<file path="src/rtl/text_cell_sequencer8x8_pkg.sv">
// Shared definitions for the text cell sequencer: geometry, opcodes, cell layout, FSM states.
// Latency: n/a (types, constants and pure functions only).
// Backpressure: n/a.
package text_area_pkg;

  localparam int COLS   = 84;
  localparam int ROWS   = 64;
  localparam int ADDR_W = 13;
  localparam int COL_W  = 7;
  localparam int ROW_W  = 6;

  localparam logic [COL_W-1:0] COL_LAST = COL_W'(COLS - 1);
  localparam logic [ROW_W-1:0] ROW_LAST = ROW_W'(ROWS - 1);

  localparam logic [3:0] OP_CURSOR   = 4'b0111;
  localparam logic [3:0] OP_WRITE    = 4'b1000;
  localparam logic [3:0] OP_SET_FG   = 4'b1001;
  localparam logic [3:0] OP_SET_BG   = 4'b1010;
  localparam logic [3:0] OP_SET_CHAR = 4'b1011;
  localparam logic [3:0] OP_FILL     = 4'b1100;
  localparam logic [3:0] OP_CLEAR    = 4'b1101;
  localparam logic [3:0] OP_CONFIG   = 4'b1110;

  // RAM cell word: {FG[15:12], BG[11:8], CHAR[7:0]}
  typedef struct packed {
    logic [3:0] fg;
    logic [3:0] bg;
    logic [7:0] ch;
  } cell_t;

  typedef enum logic [2:0] {
    IDLE,
    READ,
    MERGE,
    WRITE,
    FILL,
    CLEAR
  } state_t;

  function automatic logic [ADDR_W-1:0] cell_addr(input logic [COL_W-1:0] col,
                                                  input logic [ROW_W-1:0] row);
    return {col, row};
  endfunction

  // Replace one field of a cell according to the RMW opcode.
  function automatic cell_t merge_field(input cell_t old, input logic [3:0] op,
                                        input logic [7:0] val);
    cell_t c;
    c = old;
    case (op)
      OP_SET_FG:   c.fg = val[3:0];
      OP_SET_BG:   c.bg = val[3:0];
      OP_SET_CHAR: c.ch = val;
      default:     c = old;
    endcase
    return c;
  endfunction

endpackage

</file>
<file path="src/rtl/text_cell_sequencer8x8_if.sv">
// Command handshake plus text RAM port A bundle between command source, sequencer and RAM.
// Latency: n/a (signal bundle). slave = sequencer side, master = command source / RAM side.
// Backpressure: i_cmd_valid is held with i_cmd_data until o_cmd_ready.
interface text_cell_sequencer8x8_if;
  import text_area_pkg::*;

  logic              i_cmd_valid;
  logic [31:0]       i_cmd_data;
  logic              o_cmd_ready;
  logic [ADDR_W-1:0] o_ram_addr;
  logic [15:0]       o_ram_wdata;
  logic              o_ram_we;
  logic [15:0]       i_ram_rdata;

  modport slave (
    input  i_cmd_valid, i_cmd_data, i_ram_rdata,
    output o_cmd_ready, o_ram_addr, o_ram_wdata, o_ram_we
  );

  modport master (
    output i_cmd_valid, i_cmd_data, i_ram_rdata,
    input  o_cmd_ready, o_ram_addr, o_ram_wdata, o_ram_we
  );

endinterface

</file>
<file path="src/rtl/text_cell_sequencer8x8_cursor.sv">
// Text cursor register: load (column clamped), advance with row/screen wrap, or zero.
// Latency: updates on the clock edge where a control input is high; priority zero > set > adv.
// Backpressure: none.
// Ports: i_cmd_clk, i_rst (async, active-high), zero, set/set_row/set_col, adv -> row, col.
module text_cursor8x8
  import text_area_pkg::*;
(
  input  logic             i_cmd_clk,
  input  logic             i_rst,
  input  logic             zero,
  input  logic             set,
  input  logic [ROW_W-1:0] set_row,
  input  logic [COL_W-1:0] set_col,
  input  logic             adv,
  output logic [ROW_W-1:0] row,
  output logic [COL_W-1:0] col
);

  always_ff @(posedge i_cmd_clk or posedge i_rst) begin
    if (i_rst) begin
      row <= '0;
      col <= '0;
    end else if (zero) begin
      row <= '0;
      col <= '0;
    end else if (set) begin
      row <= set_row;
      col <= (set_col > COL_LAST) ? COL_LAST : set_col;
    end else if (adv) begin
      if (col == COL_LAST) begin
        col <= '0;
        row <= (row == ROW_LAST) ? '0 : row + ROW_W'(1);
      end else begin
        col <= col + COL_W'(1);
      end
    end
  end

endmodule

</file>
<file path="src/rtl/text_cell_sequencer8x8.sv">
// Command-driven port A controller for the 84x64 text cell RAM: writes, field RMW, fills, clears.
// Latency: write 1 busy cycle, RMW 3, fill N, clear 5376; cursor/config commands 0.
// Backpressure: o_cmd_ready only in IDLE; the source holds its command while ready is low.
// Ports: i_cmd_clk, i_rst (async, active-high), bus (command + RAM port A), o_cursor_row/col, o_busy.
module text_cell_sequencer8x8
  import text_area_pkg::*;
(
  input  logic                    i_cmd_clk,
  input  logic                    i_rst,
  text_cell_sequencer8x8_if.slave bus,
  output logic [ROW_W-1:0]        o_cursor_row,
  output logic [COL_W-1:0]        o_cursor_col,
  output logic                    o_busy
);

  state_t           state, state_nxt;
  logic [3:0]       opcode;
  logic             accept;
  logic [11:0]      fill_cnt;
  logic [ROW_W-1:0] clr_row;
  logic [COL_W-1:0] clr_col;
  logic             clr_last;
  logic [3:0]       rmw_op;
  logic [7:0]       rmw_val;
  logic [15:0]      wdata_q;
  logic             we_q, we_nxt;
  logic             auto_adv;
  logic             cur_set, cur_adv, cur_zero;

  assign opcode   = bus.i_cmd_data[31:28];
  assign accept   = (state == IDLE) && bus.i_cmd_valid;
  assign clr_last = (clr_row == ROW_LAST) && (clr_col == COL_LAST);

  text_cursor8x8 u_cursor (
    .i_cmd_clk (i_cmd_clk),
    .i_rst     (i_rst),
    .zero      (cur_zero),
    .set       (cur_set),
    .set_row   (bus.i_cmd_data[21:16]),
    .set_col   (bus.i_cmd_data[6:0]),
    .adv       (cur_adv),
    .row       (o_cursor_row),
    .col       (o_cursor_col)
  );

  always_ff @(posedge i_cmd_clk or posedge i_rst) begin
    if (i_rst) begin
      state <= IDLE;
      we_q  <= 1'b0;
    end else begin
      state <= state_nxt;
      we_q  <= we_nxt;
    end
  end

  always_comb begin
    state_nxt = state;
    cur_set   = 1'b0;
    cur_adv   = 1'b0;
    cur_zero  = 1'b0;
    case (state)
      IDLE: begin
        if (accept) begin
          case (opcode)
            OP_CURSOR:                        cur_set   = 1'b1;
            OP_WRITE:                         state_nxt = WRITE;
            OP_SET_FG, OP_SET_BG, OP_SET_CHAR: state_nxt = READ;
            OP_FILL:  if (bus.i_cmd_data[27:16] != 12'd0) state_nxt = FILL;
            OP_CLEAR:                         state_nxt = CLEAR;
            default:                          state_nxt = IDLE;
          endcase
        end
      end
      READ:  state_nxt = MERGE;
      MERGE: state_nxt = WRITE;
      WRITE: begin
        cur_adv   = auto_adv;
        state_nxt = IDLE;
      end
      FILL: begin
        // Fills always advance, independent of the auto-advance setting.
        cur_adv = 1'b1;
        if (fill_cnt == 12'd1) state_nxt = IDLE;
      end
      CLEAR: begin
        if (clr_last) begin
          cur_zero  = 1'b1;
          state_nxt = IDLE;
        end
      end
      default: state_nxt = IDLE;
    endcase
    we_nxt = (state_nxt == WRITE) || (state_nxt == FILL) || (state_nxt == CLEAR);
  end

  always_ff @(posedge i_cmd_clk or posedge i_rst) begin
    if (i_rst) begin
      wdata_q  <= '0;
      auto_adv <= 1'b1;
      fill_cnt <= '0;
      clr_row  <= '0;
      clr_col  <= '0;
      rmw_op   <= '0;
      rmw_val  <= '0;
    end else begin
      if (accept) begin
        case (opcode)
          OP_WRITE, OP_CLEAR: wdata_q <= bus.i_cmd_data[15:0];
          OP_FILL: begin
            wdata_q  <= bus.i_cmd_data[15:0];
            fill_cnt <= bus.i_cmd_data[27:16];
          end
          OP_SET_FG, OP_SET_BG, OP_SET_CHAR: begin
            rmw_op  <= opcode;
            rmw_val <= bus.i_cmd_data[7:0];
          end
          OP_CONFIG: auto_adv <= bus.i_cmd_data[0];
          default: ;
        endcase
      end

      // Read data for the address presented in READ is valid during MERGE.
      if (state == MERGE) begin
        wdata_q <= merge_field(cell_t'(bus.i_ram_rdata), rmw_op, rmw_val);
      end

      if (state == FILL) begin
        fill_cnt <= fill_cnt - 12'd1;
      end

      // Row-inner scan; counters wrap back to (0,0) on the last cell, ready for the next clear.
      if (state == CLEAR) begin
        if (clr_row == ROW_LAST) begin
          clr_row <= '0;
          clr_col <= (clr_col == COL_LAST) ? '0 : clr_col + COL_W'(1);
        end else begin
          clr_row <= clr_row + ROW_W'(1);
        end
      end
    end
  end

  assign bus.o_cmd_ready = (state == IDLE);
  assign bus.o_ram_we    = we_q;
  assign bus.o_ram_wdata = wdata_q;
  assign bus.o_ram_addr  = (state == CLEAR) ? cell_addr(clr_col, clr_row)
                                            : cell_addr(o_cursor_col, o_cursor_row);
  assign o_busy          = (state != IDLE);

endmodule

</file>
<file path="src/flat_wrapper.sv">
// flat-port wrapper written by rule: the top's interface ports become plain ports
module text_cell_sequencer8x8_flat import text_area_pkg::*;
  (i_cmd_clk, i_rst, o_cursor_row, o_cursor_col, o_busy, bus_i_cmd_valid, bus_i_cmd_data, bus_i_ram_rdata, bus_o_cmd_ready, bus_o_ram_addr, bus_o_ram_wdata, bus_o_ram_we);
  text_cell_sequencer8x8_if bus_i ();
  input  logic i_cmd_clk;
  input  logic i_rst;
  output logic [ROW_W-1:0] o_cursor_row;
  output logic [COL_W-1:0] o_cursor_col;
  output logic o_busy;
  input wire logic [$bits(bus_i.i_cmd_valid)-1:0] bus_i_cmd_valid;
  input wire logic [$bits(bus_i.i_cmd_data)-1:0] bus_i_cmd_data;
  input wire logic [$bits(bus_i.i_ram_rdata)-1:0] bus_i_ram_rdata;
  output wire logic [$bits(bus_i.o_cmd_ready)-1:0] bus_o_cmd_ready;
  output wire logic [$bits(bus_i.o_ram_addr)-1:0] bus_o_ram_addr;
  output wire logic [$bits(bus_i.o_ram_wdata)-1:0] bus_o_ram_wdata;
  output wire logic [$bits(bus_i.o_ram_we)-1:0] bus_o_ram_we;
  assign bus_i.i_cmd_valid = bus_i_cmd_valid;
  assign bus_i.i_cmd_data = bus_i_cmd_data;
  assign bus_i.i_ram_rdata = bus_i_ram_rdata;
  assign bus_o_cmd_ready = bus_i.o_cmd_ready;
  assign bus_o_ram_addr = bus_i.o_ram_addr;
  assign bus_o_ram_wdata = bus_i.o_ram_wdata;
  assign bus_o_ram_we = bus_i.o_ram_we;
  text_cell_sequencer8x8 u_core (.i_cmd_clk(i_cmd_clk), .i_rst(i_rst), .bus(bus_i), .o_cursor_row(o_cursor_row), .o_cursor_col(o_cursor_col), .o_busy(o_busy));
endmodule
</file>
<file path="config.mk">
export PLATFORM = sky130hd
export DESIGN_NAME = text_cell_sequencer8x8_flat
export DESIGN_NICKNAME = d
export VERILOG_FILES = /design/src/rtl/text_cell_sequencer8x8_pkg.sv /design/src/rtl/text_cell_sequencer8x8_if.sv /design/src/rtl/text_cell_sequencer8x8_cursor.sv /design/src/rtl/text_cell_sequencer8x8.sv /design/src/flat_wrapper.sv
export SDC_FILE = /design/constraint.sdc
export NUM_CORES = 1
export LEC_CHECK = 0
export ABC_AREA = 1
export CORE_UTILIZATION = 49
export DETAILED_ROUTE_END_ITERATION = 8
export GPL_ROUTABILITY_DRIVEN = 1
export GPL_TIMING_DRIVEN = 0
export PLACE_DENSITY = 0.83
export SYNTH_ARGS = -nofsm -noshare
export SYNTH_HDL_FRONTEND = slang
export SYNTH_SLANG_ARGS = --single-unit
</file>
<file path="constraint.sdc">
create_clock -name i_cmd_clk -period 2.3 [get_ports i_cmd_clk]
set_clock_uncertainty 0.05 [all_clocks]
set_input_delay 0.23 -clock i_cmd_clk [delete_from_list [all_inputs] [get_ports i_cmd_clk]]
set_output_delay 0.23 -clock i_cmd_clk [all_outputs]
set_load 0.05 [all_outputs]
</file>
* Yosys cells after proc, flatten, opt, wreduce, memory -nomap -nowiden *
Cells that the tools add are included.

storage, ports and cells
  register bits = 71
  input bits = 51
  output and inout port bits = 45
  word-level logic and storage cells = 96

operators by class
  $add $sub $neg = 5
  $lt $le $gt $ge = 1
  equality and inequality tests = 24
  muxes and demuxes = 34
  reductions and logical operators = 21

operators by type and width
  operator                                                              number
  16-bit 2-to-1 mux                                                     3
  7-bit 2-to-1 mux                                                      6
  4-bit == test, second input constant                                  10
  12-bit 2-to-1 mux                                                     3
  6-bit 2-to-1 mux                                                      6
  3-bit case mux with 5 select lines                                    2
  7-bit by 1-bit adder with 7-bit output, second input constant         2
  7-bit == test, second input constant                                  2
  13-bit 2-to-1 mux                                                     1
  6-bit by 1-bit adder with 6-bit output, second input constant         2
  12-bit by 1-bit == test with 1-bit output, second input constant      1
  3-bit == test, second input constant                                  4
  6-bit == test, second input constant                                  2
  3-bit 2-to-1 mux                                                      4
  2-bit AND reduction                                                   6
  12-bit nonzero test                                                   1
  12-bit by 1-bit subtractor with 12-bit output, second input constant  1
  3-bit by 2-bit == test with 1-bit output, second input constant       3
  3-bit nonzero test                                                    3
  4-bit 2-to-1 mux                                                      2
  8-bit 2-to-1 mux                                                      1
  2-bit nonzero test                                                    4
  7-bit > comparator, second input constant                             1
  3-bit OR reduction                                                    2
  other kinds (7)                                                       13

* Logic depth before layout (Yosys ltp) *
Gate-level depths: netlist of the first run.

  depth after elaboration = 8
  depth in mapped cells = 11
  depth with buffers taken out = 11

* Hierarchy *
From an unflattened synthesis of the first run, not the netlist that was laid out.

second synthesis, totals
  cell total of the unflattened synthesis = 622
  area total of the unflattened synthesis = 4424.2 sq um

by module, submodules not included
  module                  instances  cells each  area an instance (sq um)  sequential area each (sq um)
  text_cell_sequencer8x8  1          468         3388.2                    1452.6
  text_cursor8x8          1          154         1036.0                    325.3

* Worst setup path before layout of the first run *
No wires, ideal clock.

  kind = flip-flop to output port
  start point = reg u_core.state[1]
  end point = out bus_o_ram_addr[0]
  data arrival time = 2.019 ns
  data required time = 2.020 ns
  slack = 0.001 ns
  stages on the path, launching flop included = 5
  path buffers = 1
  path through = dfrtp_1 -> inv_1 -> nand3_2 -> clkbuf_1 -> o21ai_0

between the ends
  word-level cells in the longest chain between the ends = 2

RTL lines
  item                    line                           text
  from (decl)             text_cell_sequencer8x8.sv:16   state_t state, state_nxt;
  from (signal assigned)  text_cell_sequencer8x8.sv:51   state <= state_nxt;
  3-bit == test           text_cell_sequencer8x8.sv:146  assign bus.o_ram_addr = (state == CLEAR) ? cell_addr(clr_col, clr_row)
  13-bit 2-to-1 mux       text_cell_sequencer8x8.sv:146
  to (decl)               flat_wrapper.sv:14             output wire logic [$bits(bus_i.o_ram_addr)-1:0] bus_o_ram_addr;

Every way passes these cells.

* Worst setup path in the final report of the first run *
  start point = reg u_core.state[1]
  end point = out bus_o_ram_addr[3]

The elaborated chain is that of the path after synthesis.

==> results_dict.tcl, run 1 <==
set metrics [dict create \
    total_leakage_power_nw 2.729 \
    n_antenna_cell 0 \
    drtPass1Iterations 5 \
    reg2reg_depth 8 \
    die_h_um 96.55 \
    cts.sinks 71 \
    max_stage_delay_ps 430 \
    setup_viol 0 \
    relSlewSlack 0.4122 \
    clk_latency_ps 360 \
    crit_required_ps 2020 \
    drc 0 \
    initial_core_util 0.5048 \
    vdd_drop_max_v 0.0008235 \
    setup_slack_ps 66.86 \
    nets 784 \
    fin_util 0.6502 \
    dp_hpwl_um 8648 \
    slew_viol_final 0 \
    io_buffer_count 95 \
    syn_area_sq_um 4380 \
    syn_avg_cell_area_sq_um 7.054 \
    hold_path_class "input port to async pin" \
    wl_um 11880 \
    outcome "completed" \
    clkTransAtPathRegs_ps 80 \
    yosysMostFrequentCell "nand2_1" \
    cts_buffers 9 \
    synth_top_area_frac 0.3999 \
    cts_setup_buffers 0 \
    max-cap-violations 0 \
    path_class "register to output pin" \
    place_congestion 0.9032 \
    final_hold_viol_count 0 \
    powerDensity_nw_per_um2 1147 \
    post_drt_wl_per_cell_um 14.14 \
    crit_path_end_kind "output pin" \
    fin_crit_ps 2233 \
    startpoint_type "register" \
    max_freq_mhz 447.8 \
    core-area_sq_um 8678 \
    place_ws_ps -79.14 \
    cts-htree-levels 3 \
    area_growth_pct 28.82 \
    yosys_warnings 0 \
    ys_ff_latch 71 \
    drtAntennaViolNets 0 \
    synth-edff-count 0 \
    root_buffer "clkbuf_8" \
    rsz0062_at_grt "no" \
    drt-vias-per-instance 5.408 \
    rows 34 \
    async_flop_share 1.000 \
    drtIter0Drc 354 \
    postSynthCellCount 621 \
    cts_tree "done" \
    ys_seq_area_frac 0.4059 \
    path_cells "inv_1 > nand3_4 > inv_1 > buf_2 > o21ai_0 > clkdlybuf4s15_2" \
    crit_top_cell "inv_1" \
    die-area_sq_um 9322 \
    crit_arrival_ps 1950 \
    synth_top_area_cell "dfrtp_1" \
    drive_gt1_frac 0.08470 \
    grt_max_degree 72 \
    synth_common_cells "nand2_1 (184), inv_1 (91), o21ai_0 (82)" \
    ios 96 \
    worstMarginPinSlew_ps 881.7 \
    crit_slowest_cell "dfrtp_1" \
    first_global_vias 4226 \
    path_max_fanout 10 \
    final.period_utilization 0.9709 \
    synth_area_leaders "dfrtp_1 (40%), nand2_1 (16%), o21ai_0 (9.4%)" \
    die_w_um 96.55 \
    vias 4543 \
    antenna_found_initial 0 \
    synth_cell_types 39 \
    grt_overflow 0 \
    grt_pass1_wl_um 19230 \
    clock_path_buffers 2 \
    reg2reg_slack_ps 420 \
    r2r_start "u_core.clr_row[1]$_DFFE_PP0P_" \
    syn-num-nets 678 \
    r2r-end "u_core.u_cursor.col[4]$_DFFE_PP0P_" \
    track_usage 0.2664 \
    ys.flop_type "dfrtp_1" \
]
## report_power, final
group	internal, mW	switching [mW]
sequential	1.70	0.325
clock	0.590	0.514
combinational	1.08	2.26
total	3.37	3.10
## cell type report
class	instances	area, sq um
Buffer	17	93.84
Clock buffer	12	165.2
Clock inverter	4	52.55
Fill cell	771	3035
Inverter	95	369.1
Multi-Input combinational cell	438	2151
Sequential cell	71	1778
Tap cell	108	135.1
Timing Repair Buffer	95	898.4
## through the flow
stage          hold slack [ps]  TNS, ps  instance area [sq um]  std cells  power, mW
4_1_cts                  417.8        0                   5689        840      6.484
3_5_place_dp             413.4   -495.2                   5469        824      5.400
5_1_grt                  443.2        0                   5643        840      6.901
2_1_floorplan            301.0        0                   4380        621      4.336
6_report                 362.3        0                   5643        840      6.472
3_3_place_gp             404.7   -68360                   5466        824      5.306
## state kept, by name, summed over array words and instances, names as in the netlist
signal / flops
u_core.clr_col: 7
u_core.u_cursor.row: 6
u_core.state: 3
u_core.bus.o_ram_we: 1
u_core.auto_adv: 1
u_core.clr_row: 6
u_core.u_cursor.col: 7
u_core.bus.o_ram_wdata: 16
u_core.fill_cnt: 12
u_core.rmw_op: 4
u_core.rmw_val: 8
## layer usage
layer | up-vias | GRT usage | share of wire
li1 | 2198 | - | -
met1 | 2111 | 0.3480 | 0.43
met2 | 214 | 0.4513 | 0.48
met3 | 20 | 0.03208 | 0.081
met4 | 0 | 0.1017 | 0.017
met5 | - | 0 | 0
## placed cells by master, fill, tap and decap left out, types with 2 or more instances in the layout
cell type and count:
nand4_1 8, o21ai_0 82, clkbuf_2 2, clkbuf_8 12, nand2_4 3, a21oi_1 11, buf_2 18, dfrtp_1 70
buf_6 2, nand3_1 44, a22oi_1 2, nand2_1 184, o211ai_1 5, clkbuf_1 5, clkinvlp_4 3, nor2_4 3
nor3_1 8, xor2_1 8, nor3_2 3, clkdlybuf4s15_2 2, o21ai_1 14, inv_1 90, nor2_1 42, o22ai_1 3
inv_2 2, clkdlybuf4s50_1 82, ha_1 6
## worst max-delay path by stage
stage / from / end / slack [ps] / depth (start not counted)
2_1_floorplan: u_core.state[1]$_DFF_PP0_ / bus_o_ram_addr[0] / 1 / 4
3_3_place_gp: i_rst / u_core.fill_cnt[10]$_DFFE_PP0P_ / -970 / 2
3_5_place_dp: u_core.state[1]$_DFF_PP0_ / bus_o_ram_addr[0] / -80 / 5
4_1_cts: u_core.state[1]$_DFF_PP0_ / bus_o_ram_addr[4] / 3 / 7
5_1_grt: u_core.state[1]$_DFF_PP0_ / bus_o_ram_addr[12] / 8 / 5
6_report: u_core.state[1]$_DFF_PP0_ / bus_o_ram_addr[3] / 70 / 6
## cell families (layout without fill, tap and decap cells)
| group | count (synthesis) | count (layout) | synth area share |
|---|---|---|---|
| AOI/OAI and AO/OA | 123 | 123 | 0.1528 |
| DFF | 71 | 71 | 0.4059 |
| adders and majority gates | 6 | 6 | 0.01714 |
| xor gates and xnor gates | 9 | 9 | 0.01800 |
| and+or+nand+nor | 300 | 300 | 0.3013 |
| buffers and inverters | 112 | 223 | 0.1048 |
## worst max-delay path, delay by kind of cell, from the launching register on
kind,cells,cell delay [ps]
buf+inv,4,810
flops,1,430
compound gates,1,220
simple gates,1,150
## timing repair
item	4_1_cts	5_1_grt
cloned	0	0
hold endpoints to repair	0	0
hold buffers	0	0
resized for setup	55	20
setup endpoints to repair	13	13
(Power assumes the default switching activity.)
==> run 2: changes to the inputs <==
==> constraint.sdc (replaced) <==
create_clock -name i_cmd_clk -period 2.7 [get_ports i_cmd_clk]
set_clock_uncertainty 0.05 [all_clocks]
set_input_delay 0.27 -clock i_cmd_clk [delete_from_list [all_inputs] [get_ports i_cmd_clk]]
set_output_delay 0.27 -clock i_cmd_clk [all_outputs]
set_load 0.05 [all_outputs]
==> results_dict.tcl, run 2 (synthesis results as in run 1) <==
set metrics [dict create \
    num-fill-cells 767 \
    slew_viol_final 0 \
    path_max_fanout 10 \
    hold_path_class "input port to async pin" \
    crit_arrival_ps 2190 \
    cts.sinks 71 \
    r2r_start "u_core.clr_row[1]$_DFFE_PP0P_" \
    worstMarginPinSlew_ps 873.7 \
    dpl_cell_area_sq_um 5469 \
    drtIter0Drc 320 \
    internal_power_mw 2.876 \
    drive_gt1_frac 0.06557 \
    post_drt_wl_per_cell_um 14.09 \
    startpoint "u_core.state[1]$_DFF_PP0_" \
    path_cells "inv_1 > nand3_2 > clkbuf_1 > o21ai_0 > dlygate4sd2_1" \
    crit_required_ps 2380 \
    cts_buffers 9 \
    dp_hpwl_um 8648 \
    rsz0062_at_grt "no" \
    fin_crit_ps 2506 \
    clk_latency_ps 350 \
    nets 784 \
    grt-busiest-layer "met2" \
    io_buffer_count 95 \
    root_buffer "clkbuf_8" \
    crit_buf_inv 3 \
    p_total_mw 5.505 \
    n_antenna_cell 0 \
    relSlewSlack 0.4176 \
    path_class "register to output pin" \
    wl_um 11830 \
    largest_register_ffs 16 \
    crit_path_end_kind "output pin" \
    setup_viol 0 \
    path_depth 5 \
    clkTransAtPathRegs_ps 80 \
    core-area_sq_um 8678 \
    final_cell_mix "nand2_1 (184), inv_1 (90), o21ai_0 (82), clkdlybuf4s50_1 (82), dfrtp_1 (70)" \
    antenna_found_initial 0 \
    reg2reg_slack_ps 810 \
    pwr-share-seq 0.313 \
    powerDensity_nw_per_um2 970.8 \
    die-area_sq_um 9322 \
    grt_use_met1 0.3480 \
    outcome "completed" \
    met2_usage 0.4513 \
    final.period_utilization 0.9283 \
    vdd_drop_max_v 0.0006992 \
    p_clk_frac 0.170 \
    max_stage_delay_ps 550 \
    drtPass1Iterations 6 \
    drtAntennaViolNets 0 \
    clock_path_buffers 2 \
    final_hold_viol_count 0 \
    ios 96 \
    critPathTopFamily "buffers and inverters" \
    power_frac_comb 0.517 \
    max_freq_mhz 399.0 \
    place_congestion 0.9032 \
    r2r-end "u_core.u_cursor.col[4]$_DFFE_PP0P_" \
    startpoint_type "register" \
    area_growth_pct 29.45 \
    rows 34 \
    die_w_um 96.55 \
    power_switching_mw 2.629 \
    grt_overflow 0 \
    grt_pass1_wl_um 19230 \
    grt_max_degree 72 \
    post-route-cell-area_sq_um 5670 \
    placed_cells 824 \
    track_usage 0.2664 \
    cts_setup_buffers 0 \
    die_h_um 96.55 \
    stdcell_count 840 \
    total_leakage_power_nw 2.761 \
    final_common_cell "nand2_1" \
    cts_tree "done" \
    cts-htree-levels 3 \
    crit_slowest_cell "dlygate4sd2_1" \
    max-cap-violations 0 \
    initial_core_util 0.5048 \
    first_global_vias 4226 \
    swShare 0.4776 \
    drc 0 \
    met3_usage 0.03208 \
    reg2reg_depth 8 \
    drt-vias-per-instance 5.375 \
    endpoint "bus_o_ram_addr[0]" \
    vias 4515 \
]
## run 2: changes by cell type in the layout (fill, tap and decap cells not counted), sizes merged
cell / before / now
buf: 21 / 10
clkdlybuf4s15: 2 / 0
dlygate4sd2: 0 / 13
## run 2: timing repair
item | in CTS | in global routing
setup endpoints to repair | 13 | 0
hold buffers | 0 | 0
resized for setup | 13 | 0
## run 2: layer usage
| layer | part of all wire | up-vias |
|---|---|---|
| met5 | 0 | - |
| met4 | 0.018 | 0 |
| met3 | 0.076 | 25 |
| met2 | 0.47 | 200 |
| met1 | 0.43 | 2091 |
| li1 | - | 2199 |
## run 2: cell type report
cell class	instances	area, sq um	share of cell area
buffer	17	92.59	0.01633
sequential	71	1778	0.3135
inverter	95	369.1	0.06509
tap	108	135.1	0.02383
clock buffer	12	165.2	0.02913
timing repair buffer	95	934.6	0.1648
multi-input combinational	438	2143	0.3780
clock inverter	4	52.55	0.009267
## run 2: worst min-delay path by stage
stage / from / endpoint / slack [ps] / depth (start not counted)
2_1_floorplan: bus_i_cmd_data[28] / u_core.rmw_op[0]$_DFFE_PP0P_ / 340 / 2
3_3_place_gp: u_core.rmw_op[3]$_DFFE_PP0P_ / u_core.rmw_op[3]$_DFFE_PP0P_ / 400 / 1
3_5_place_dp: u_core.rmw_op[3]$_DFFE_PP0P_ / u_core.rmw_op[3]$_DFFE_PP0P_ / 410 / 1
4_1_cts: u_core.rmw_op[3]$_DFFE_PP0P_ / u_core.rmw_op[3]$_DFFE_PP0P_ / 430 / 1
5_1_grt: u_core.clr_col[5]$_DFFE_PP0P_ / u_core.clr_col[5]$_DFFE_PP0P_ / 440 / 1
6_report: i_rst / u_core.bus.o_ram_wdata[6]$_DFFE_PP0P_ / 400 / 2
## run 2: power groups by stage
stage | clock network, mW | registers [mW] | logic [mW]
after CTS | 0.940 | 1.72 | 2.85
after detailed placement | 0 | 1.73 | 2.87
final | 0.935 | 1.72 | 2.85
after global routing | 0.972 | 1.77 | 3.14
after floorplan | 0 | 2.24 | 1.46
after global placement | 0 | 1.71 | 2.81
## run 2: worst register-to-register path, cell delays in order, from the launching register on
cell     delay, ps
dfrtp_1        380
ha_1           170
nand2_1         80
nor2_1         140
nand2_1        140
inv_1          120
nand3_1        270
nand2_1        300
o21ai_0        110
## run 2: per-stage QoR
step	hold WS (ps)	setup WS [ps]	TNS [ps]	util
after floorplan	341.0	361.4	0	-
after global placement	404.7	-612.2	-42580	0.6299
after detailed placement	413.4	280.9	0	0.6302
after CTS	433.2	188.4	0	0.6534
after global routing	443.2	35.68	0	0.6534
final	401.3	193.5	0	0.6534
